File: config.mk
export PLATFORM = sky130hd
export DESIGN_NAME = ifetch_unit
export DESIGN_NICKNAME = d
export VERILOG_FILES = /design/src/rtl/ifetch_unit.sv
export SDC_FILE = /design/constraint.sdc
export NUM_CORES = 1
export LEC_CHECK = 0
export CAP_MARGIN = 10
export CORE_ASPECT_RATIO = 0.7
export CORE_MARGIN = 2
export CORE_UTILIZATION = 51
export DETAILED_ROUTE_END_ITERATION = 16
export DONT_BUFFER_PORTS = 1
export GPL_TIMING_DRIVEN = 0
export PLACE_DENSITY = 0.69
export SLEW_MARGIN = 0
export SYNTH_ARGS = -nofsm -noshare
export SYNTH_HDL_FRONTEND = slang
export SYNTH_SLANG_ARGS = --single-unit
File: constraint.sdc
create_clock -name clk -period 3.9 [get_ports clk]
set_input_delay 0.39 -clock clk [delete_from_list [all_inputs] [get_ports clk]]
set_output_delay 0.39 -clock clk [all_outputs]
set_load 0.01 [all_outputs]
File: src/rtl/ifetch_unit.sv
// ifetch_unit -- instruction fetch stage with a 2-entry output buffer.
//
// Fetches one word per cycle from a combinational instruction ROM. Each
// fetched {pc, instr} pair is pushed into a 2-entry FIFO. The decode stage
// drains the FIFO through a valid/ready handshake. A redirect reloads the PC
// and flushes every buffered instruction.
//
// Optional feature (compile-time macro FETCH_ALIGN_CHECK_EN):
//   When defined, a redirect to a non-word-aligned target has these effects:
//   it raises the sticky misalign_err, flushes the FIFO, keeps the PC and
//   halts fetch. The next aligned redirect or a reset clears the error.
//   When undefined, misalign_err is tied low and the target is forced to word
//   alignment.
//
// Ports:
//   clk            in   rising-edge clock
//   rst_n          in   synchronous active-low reset
//   imem_addr      out  byte address to the ROM (the PC register)
//   imem_data      in   ROM word at imem_addr, same cycle
//   redirect_valid in   taken branch/jump: load redirect_pc, flush
//   redirect_pc    in   redirect target byte address
//   out_valid      out  buffer head holds a valid instruction
//   out_ready      in   decode accepts the head this cycle
//   out_instr      out  instruction at the buffer head
//   out_pc         out  byte address of out_instr
//   misalign_err   out  misaligned-redirect flag (sticky)
module ifetch_unit #(
  parameter int          ADDR_WIDTH = 13,
  parameter int          DATA_WIDTH = 32,
  parameter int unsigned RESET_PC   = 0
) (
  input  logic                  clk,
  input  logic                  rst_n,
  output logic [ADDR_WIDTH-1:0] imem_addr,
  input  logic [DATA_WIDTH-1:0] imem_data,
  input  logic                  redirect_valid,
  input  logic [ADDR_WIDTH-1:0] redirect_pc,
  output logic                  out_valid,
  input  logic                  out_ready,
  output logic [DATA_WIDTH-1:0] out_instr,
  output logic [ADDR_WIDTH-1:0] out_pc,
  output logic                  misalign_err
);

  localparam logic [ADDR_WIDTH-1:0] ALIGN_MASK = ~(ADDR_WIDTH'(3));
  localparam logic [ADDR_WIDTH-1:0] RESET_ADDR = ADDR_WIDTH'(RESET_PC) & ALIGN_MASK;

  logic [ADDR_WIDTH-1:0] pc;
  logic [1:0]            count;
  // Entry 0 is the head and drives out_*. Entry 1 is the tail.
  logic [ADDR_WIDTH-1:0] pc_e0, pc_e1;
  logic [DATA_WIDTH-1:0] instr_e0, instr_e1;

  logic                  pop, push, misaligned, halted;
  logic [ADDR_WIDTH-1:0] target;

  function automatic logic [ADDR_WIDTH-1:0] next_pc(input logic [ADDR_WIDTH-1:0] cur);
    next_pc = cur + ADDR_WIDTH'(4);  // wraps modulo 2^ADDR_WIDTH
  endfunction

`ifdef FETCH_ALIGN_CHECK_EN
  logic err;
  assign misalign_err = err;
`else
  assign misalign_err = 1'b0;
`endif

  always_comb begin
    target = redirect_pc & ALIGN_MASK;
`ifdef FETCH_ALIGN_CHECK_EN
    misaligned = redirect_valid && (redirect_pc[1:0] != 2'b00);
    halted     = err;
`else
    misaligned = 1'b0;
    halted     = 1'b0;
`endif
    pop  = (count != 2'd0) && out_ready;
    // A pop frees a slot in the same edge, so a full buffer still streams.
    push = ((count != 2'd2) || pop) && !redirect_valid && !halted;
  end

  assign imem_addr = pc;
  assign out_valid = (count != 2'd0);
  assign out_instr = instr_e0;
  assign out_pc    = pc_e0;

  // Control state and buffer head.
  always_ff @(posedge clk) begin
    if (!rst_n) begin
      pc       <= RESET_ADDR;
      count    <= 2'd0;
      pc_e0    <= '0;
      instr_e0 <= '0;
    end else if (redirect_valid) begin
      // A flush discards everything, including any head accepted this edge.
      count <= 2'd0;
      if (!misaligned) pc <= target;
    end else begin
      if (push) pc <= next_pc(pc);
      case ({push, pop})
        2'b10:   count <= count + 2'd1;
        2'b01:   count <= count - 2'd1;
        default: count <= count;
      endcase
      if (pop && count == 2'd2) begin
        pc_e0    <= pc_e1;
        instr_e0 <= instr_e1;
      end else if (push && (count == 2'd0 || (count == 2'd1 && pop))) begin
        pc_e0    <= pc;
        instr_e0 <= imem_data;
      end
    end
  end

  // Buffer tail: written when the new word lands behind a live head.
  always_ff @(posedge clk) begin
    if (push && ((count == 2'd2 && pop) || (count == 2'd1 && !pop))) begin
      pc_e1    <= pc;
      instr_e1 <= imem_data;
    end
  end

`ifdef FETCH_ALIGN_CHECK_EN
  always_ff @(posedge clk) begin
    if (!rst_n)              err <= 1'b0;
    else if (redirect_valid) err <= misaligned;
  end
`endif

endmodule

=== After elaboration in Yosys (flattened, before gate mapping) ===
Index checks and enable logic that the tools add are counted.

* Bits in registers: 105
* Word-level logic and storage cells: 43
* Output and inout bits: 60
* Input bits: 49

* Muxes and demuxes: 7
* Bitwise gates (word level): 2
* Add/subtract/negate cells: 3
* Reductions and logical operators: 19
* Equal/unequal tests: 5

{| class="wikitable"
|+ Operator list
! operator !! number
|-
| $mux 32 || 2
|-
| $mux 13 || 4
|-
| $add 13x3->13 const B || 1
|-
| $reduce_bool 2->1 || 4
|-
| $logic_and 1x1->1 || 7
|-
| $eq 2x1->1 const B || 2
|-
| $eq 2x2->1 const B || 2
|-
| $pmux 2 s2 || 1
|-
| $logic_or 1x1->1 || 3
|-
| $add 2x1->2 const B || 1
|-
| $logic_not 1->1 || 2
|-
| $logic_not 2->1 || 1
|-
| $ne 2x2->1 const B || 1
|-
| $not 1->1 || 2
|-
| $reduce_and 2->1 || 1
|-
| $reduce_or 2->1 || 1
|-
| $sub 2x1->2 const B || 1
|}

=== Depth between registers and ports, before layout ===
Gate-level depths: netlist (run 1).

* Depth after elaboration: 7
* Gate-level depth with buffers: 10
* Mapped depth without buffers: 9

=== Least setup slack after synthesis (run 1) ===
Ideal clock, no wire load.

* Path type: register to register
* From: register count[0]
* To: register instr_e1[0], enable pin
* Stages on the path, launching flop included: 6
* Data arrival time: 3247 ps
* Path buffers: 1
* Setup time: 458 ps
* Data required time: 3442 ps
* Slack: 196 ps
* Period minus slack after synthesis: 3704 ps
* Cells stage by stage: dfxtp_1 inv_1 ha_1 nand3b_1 buf_2 a21oi_1

* Longest elaborated chain between the ends: 6
* Elaborated cells between the ends (all ways): 12
* Classes of those cells: 3 x eq/ne; 9 x reduce/logical

{| class="wikitable"
|+ RTL lines
! what !! line !! text
|-
| start, declared || 49 || <nowiki>logic [1:0] count;</nowiki>
|-
| start signal, assigned || 101 || <nowiki>2'b10: count <= count + 2'd1;</nowiki>
|-
| start signal, assigned || 102 || <nowiki>2'b01: count <= count - 2'd1;</nowiki>
|-
| start signal, assigned || 103 || <nowiki>default: count <= count;</nowiki>
|-
| $reduce_bool 2->1 || 77 || <nowiki>pop = (count != 2'd0) && out_ready;</nowiki>
|-
| $logic_and 1x1->1 || 77 ||
|-
| $logic_not 1->1 || 117 || <nowiki>if (push && ((count == 2'd2 && pop) || (count == 2'd1 && !pop))) begin</nowiki>
|-
| $logic_and 1x1->1 || 117 ||
|-
| $logic_or 1x1->1 || 117 ||
|-
| $logic_and 1x1->1 * || 117 ||
|-
| end signal, assigned || 119 || <nowiki>instr_e1 <= imem_data;</nowiki>
|-
| end, declared || 52 || <nowiki>logic [DATA_WIDTH-1:0] instr_e0, instr_e1;</nowiki>
|}

Mark *: on every way between the ends. The rest lies on a longest branch, timed or not.
A chain may end at the register's enable or synchronous reset.

=== Worst setup path in the final report (run 1) ===
* From: register count[0]
* To: register instr_e1[21], enable pin

The elaborated chain is that of the path after synthesis.

==> results.md, run 1 <==
* WL per Instance at between 15 and 20 um
* Highest Clock Rate at between 300 and 400 MHz
* Worst path slowest cell: a21oi_4
* Detailed Route WL at about 10000 um
* Most frequent cells in the layout: 56 x dfxtp_1, 50 x nand2_1, 43 x mux2_2, 43 x o211ai_1, 43 x edfxtp_1
* Final ANT Viol Nets at 0
* WHS at around 0.15 ns
* Largest net degree at the start of global routing at 23
* Clock sinks at around 100
* Cell Rows at 27
* # nets final at about 460
* Unique masters post-synth at 36
* GPL Wtd Cong at approximately 0.85
* Hold Path Class: in2reg
* Die height at 80.84 um
* Hold buffers post-CTS at 0
* Worst path required time at slightly below 4 ns
* DR DRC count at 0
* Vias in the first global route at between 2000 and 3000
* Antenna diodes at 0
* Pwr Density at roughly 500 nW/um^2
* Clock transition at the registers of the reported paths at 0.07 ns
* H-tree levels at 3
* Slew Limit Fails at 0
* Fin. Hold Viols at 0
* GR Layer Usage met3 at under 10%
* Global-route met2 utilization at between 30% and 40%
* GRT busiest layer: met2
* Layout fillers at between 600 and 700
* Yosys top cell by area: edfxtp_1
* Core ar. at roughly 8000 sq um
* Remaining global-route overflow at 0
* I/O pins at between 100 and 150
* Num CTS Buffers at 9
* Crit path max fanout at 22
* DIE AREA at roughly 9200 sq um
* Die W at roughly 110 um
* Yosys top cell area share at between 30% and 40%
* CP cell instances: inv_1 > ha_1 > nand3b_1 > buf_2 > a21oi_4 > buf_16
* Clock Path Buffers at 2
* Synth Area per Inst at approximately 11 sq um
* Crit start category: register
* Setup Viol. Count Final at 0
* Final period util at between 60% and 70%
* GRT Total Usage at 22.21%
* Clk_skew at between 0.009 and 0.01 ns
* Layout area overhead at 10.94%
* Initial antenna violation count at 0
* LEAKAGE at around 1.7 nW
* Status: finished, final reports clean
* Vias at 3048
* RSZ-0062 raised after global routing: false
* WP data arrival at about 2.8 ns
* Post-DP HPWL at roughly 7100 um
* Buf+Inv Stages, Crit Path at 3
* GR met1 Demand/Resource at about 29%
* Clock Latency Late Sink at ~0.33 ns
* CP delay by family, top: buffers and inverters
* Layout cells sized above 1 at roughly 18%
* PortBufs at 0
* Worst-margin pin slew at about 0.83 ns
* Share of the yosys chip area belonging to registers at 56.08%
* Clock Root Buffer: clkbuf_16
* Cell Area, Synth at ~4300 sq um
* Critical path type: reg2reg
* First-pass DRT Iterations at 4
* Warnings, synthesis at 0
* Relative slew slack at about 45%
* VDD IR-drop max at roughly 0.00036 V
* Cts repair resizes at 0
* Minimum clock period at about 2.7 ns
* Post-Synthesis Cells at around 390
* Vias per cell at 5.930
* Most common cell after layout, fill and taps aside: dfxtp_1
* Postcts setup bufs at 0
* Post-synthesis register bit count at just under 100
* Initial drt markers at about 210
* Crit path largest cell delay at slightly below 0.7 ns
* First-pass GRT wire length at 15640 um
* Max Cap Viol at 0
* Initial Util at about 54%
* Area contributors post-synth: edfxtp_1 30%, dfxtp_1 26%, mux2_2 11%
* Crit end category: register
* Post-layout util at 59.60%
* CTS tree: yes
-- metal layers --
metal,routed length [um],vias up
met5,0,-
met4,38,0
met3,979,4
met2,4354,99
met1,4647,1487
li1,-,1458
-- report_power, final --
group	internal, mW	switching [mW]	leakage (nW)
Clock	0.514	0.363	0.144
Combinational	0.0897	0.154	0.682
Sequential	1.15	0.0742	0.852
-- cells by family (layout without fill, tap and decap cells) --
logic type      count (synthesis)  after routing  synth area share [%]
compound gates                120            120                 17.45
xor+xnor                        8              8                 1.629
flops                          99             99                 56.08
other cells                     1              5               0.08718
mux                            43             43                 11.26
simple gates                   68             68                 7.126
fa+ha+maj                       5              5                 1.454
buf+inv                        48             65                 4.916
-- worst paths after layout --
check / from / slack, ns / to / cells after the start
setup / recovery: count[0] / 1.17 / instr_e1[21] / 6
hold reg to reg: count[1] / 0.53 / count[1] / 2
hold / removal: imem_data[29] / 0.15 / instr_e1[29] / 0
setup reg to reg: count[0] / 1.17 / instr_e1[21] / 6
-- Yosys cell counts --
library cell  count
dfxtp_1          56
nand2_1          50
edfxtp_1         43
mux2_2           43
o211ai_1         43
o21ai_1          40
clkbuf_1         21
o21ai_0          13
a21oi_1          10
buf_2            10
inv_1             8
a211oi_1          6
xnor2_1           6
buf_4             5
ha_1              5
buf_1             4
nor2_1            4
a2111oi_0         2
and3_1            2
nand3_1           2
nand3b_1          2
nand4_1           2
xor2_1            2
a211o_1           1
a21boi_0          1
a31o_2            1
a31oi_1           1
and4_1            1
conb_1            1
nand2b_4          1
nand4_2           1
nor3_1            1
nor3b_1           1
o211a_1           1
o22a_1            1
or2_1             1
-- area by class of cell --
| cell class | count | area (sq um) | area share, % |
|---|---|---|---|
| tap | 101 | 126.4 | 2.648 |
| multi-input combinational | 249 | 1704 | 35.71 |
| clock inverter | 3 | 40.04 | 0.8390 |
| clock buffer | 13 | 250.2 | 5.244 |
| inverter | 8 | 30.03 | 0.6293 |
| timing repair buffer | 1 | 27.53 | 0.5768 |
| sequential | 99 | 2412 | 50.55 |
| buffer | 40 | 181.4 | 3.802 |
-- registers in the layout (all words and copies together), names as in the netlist --
register / cells
count: 2
imem_addr: 11
instr_e1: 32
out_instr: 32
out_pc: 11
pc_e1: 11
-- through the flow --
stage          instances  setup TNS (ns)  area, sq um  total power, mW  setup slack (ns)
2_1_floorplan        396               0         4317            1.413            0.1957
3_3_place_gp         497          -50.80         4443            1.477            -1.183
3_5_place_dp         498               0         4482            1.491             1.161
4_1_cts              514               0         4772            2.361             1.150
5_1_grt              514               0         4772            2.433             1.012
6_report             514               0         4772            2.345             1.174
Power figures use the tool's default switching activity.
==> inputs of run 2 (changes only) <==
ABC_AREA = 1   (was default)
PLACE_DENSITY = 0.66   (was 0.69)
clock period = 2.7 ns   (was 3.9 ns; I/O delays follow)
==> results.md, run 2 <==
* Pwr Density at about 740 nW/um^2
* Crit path max fanout at 24
* RSZ-0062 raised after global routing: false
* Most frequent cells in the layout: 125 x nand2_1, 94 x nor2_1, 56 x dfxtp_1, 52 x nand3_1, 43 x edfxtp_1
* Relative slew slack at a little over half
* WP data arrival at ~2.4 ns
* Yosys top cell area share at 29.92%
* Clock transition at the registers of the reported paths at about 0.070 ns
* Layout area overhead at 13.16%
* Initial antenna violation count at 0
* Vias in the first global route at between 3000 and 4000
* Largest family of logic cells by synthesized area: simple AND/OR/NAND/NOR gates
* Post-DP HPWL at about 6700 um
* Synth Area per Inst at 8.412 sq um
* GRT Total Usage at approximately 23%
* Critical path type: reg2reg
* Most frequent cells after synthesis: 125 x nand2_1, 95 x nor2_1, 56 x dfxtp_1
* Final ANT Viol Nets at 0
* Final setup margin at ~0.39 ns
* Post-Synth XOR/XNOR Area at 1.218%
* Minimum clock period at roughly 2.3 ns
* Max Cap Viol at 0
* Worst path required time at roughly 2.7 ns
* Initial Util at 51.76%
* Largest net degree at the start of global routing at 25
* Clock sinks at between 90 and 100
* Synth Area in Adders at under 10%
* EDFF count, synth at between 40 and 50
* Inst Count DP at a little over 600
* Most common cell after layout, fill and taps aside: nand2_1
* DR DRC count at 0
* Detailed Route WL at 10050 um
* Post-Synthesis Cells at roughly 500
* Fin. Hold Viols at 0
* Area occupied by multi-input gates at 1642 sq um
* CTS tree: yes
* Initial drt markers at slightly above 300
* Net Sw Power at around 940 uW
* WL per Instance at around 16 um
* Unique masters post-synth at 27
* Clk_skew at approximately 0.0073 ns
* Setup Viol. Count Final at 0
* PortBufs at 0
* Highest Clock Rate at between 400 and 500 MHz
* DIE AREA at about 9000 sq um
* Cell Rows at 28
* Yosys top cell by area: edfxtp_1
* Comb pwr share at a little under an eighth
* Die height at 80.96 um
* Cell Int Power at 2.648 mW
* # nets final at 590
* Cts repair resizes at 0
* Vias at 3472
* Pre-CTS WS at a little under 0.4 ns
* Clock Latency Late Sink at around 0.34 ns
* Most used DFF post-synth: dfxtp_1
* Crit end category: register
* Clock Root Buffer: clkbuf_16
* Area contributors post-synth: edfxtp_1 30%, dfxtp_1 26%, nand2_1 11%
* I/O pins at ~110
* Compound-Gate Fraction of Synth Area at 8.292%
* Antenna diodes at 0
* Switching fraction of total power at a little over a quarter
* Sequential cell area at 2412 sq um
* Num CTS Buffers at 9
* First-pass GRT wire length at ~16000 um
* Post-synthesis mux area share at 0%
* First-pass DRT Iterations at 5
* H-tree levels at 3
* Clk pwr share at between 30% and 40%
* Hold Path Class: in2reg
* Final period util at 85.67%
* VDD IR-drop max at between 0.0003 and 0.0004 V
* Ys async rst share at 0%
* Leading cell type by number of instances after synthesis: nand2_1
* Warnings, synthesis at 0
* Slew Limit Fails at 0
* Layout cells sized above 1 at under 10%
* Die W at between 100 and 150 um
* Core ar. at ~8300 sq um
* Share of the yosys chip area belonging to registers at a little under three fifths
* Post-synthesis register bit count at just under 100
* Status: finished, final reports clean
* Clock Path Buffers at 2
* LEAKAGE at between 2 and 2.5 nW
* Layout fillers at approximately 750
* Remaining global-route overflow at 0
* Vias per cell at ~5.4
* Seq pwr share at about half
* Cell Area, Synth at ~4300 sq um
* Post-Layout Cell Count at around 650
* Crit start category: register
* Worst-margin pin slew at between 0.6 and 0.7 ns
* GPL Wtd Cong at between 0.8 and 0.9
* Post-Synth Simple-Gate Area at a little over a quarter
## run 2: cell count changes after synthesis, moves of 15 or more
cell      before  now
nor2_1         4   95
nand2_1       50  125
nand3_1        2   52
mux2_2        43    0
o211ai_1      43    0
o21ai_1       40   12
o21ai_0       13   40
clkbuf_1      21    6
## run 2: final timing paths
check	from	end	slack (ns)	cells past startpoint
hold / removal	imem_data[23]	instr_e1[23]	0.02	0
hold reg to reg	imem_addr[4]	pc_e1[4]	0.54	0
setup / recovery	count[0]	instr_e1[15]	0.39	7
setup reg to reg	count[0]	instr_e1[15]	0.39	7
## run 2: kinds of logic after synthesis
group | count (synthesis)
flip-flops | 99
AO/OA/AOI/OAI | 68
AND/OR/NAND/NOR | 278
adder cells (fa/ha/maj) | 5
buffers and inverters | 56
XOR/XNOR | 6
other | 1
## run 2: power by group through the flow
stage / combinational [mW] / sequential (mW) / clock (mW)
global route: 0.480 / 1.84 / 1.42
detailed placement: 0.410 / 1.86 / 0
finish: 0.421 / 1.83 / 1.35
CTS: 0.414 / 1.83 / 1.37
floorplan: 0.314 / 1.83 / 0
global placement: 0.389 / 1.86 / 0
## run 2: area by class of cell
| class | instances | share of cell area [%] |
|---|---|---|
| flip-flops and latches | 99 | 49.40 |
| multi-input cells | 362 | 33.62 |
| clock buffers | 13 | 5.560 |
| plain buffers | 33 | 4.048 |
| well taps | 105 | 2.690 |
| repair buffers | 8 | 1.998 |
| inverters | 23 | 1.768 |
| clock inverters | 3 | 0.9224 |
## run 2: routing by layer
metal	vias up	track usage (%)	wire length (um)
met3	10	7.985	872
met1	1613	28.78	4559
met5	-	0	0
met2	134	36.49	4508
met4	0	6.707	104
li1	1715	-	-
## run 2: what timing repair did
item | CTS | global route
hold buffers | 0 | 7
setup buffers | 0 | 0
setup endpoints to repair | 0 | 0
hold endpoints to repair | 0 | 7
## run 2: metrics by stage
stage               power (mW)  hold slack [ns]  cell area [sq um]  setup TNS (ns)  util (%)
finish                   3.592          0.02012               4883               0     58.57
global route             3.741         0.002418               4883               0     58.57
CTS                      3.607         0.009403               4813               0     57.73
detailed placement       2.270           0.3690               4497               0     53.93
global placement         2.248           0.3690               4464          -25.28     53.54
floorplan                2.147           0.3689               4333               0         -
## run 2: critical path, cell delays in order, from the launching register on
cell	delay (ns)
dfxtp_1	0.33
inv_1	0.09
ha_1	0.24
buf_4	0.21
buf_2	0.24
a21oi_1	0.11
nor2_4	0.54
buf_16	0.25
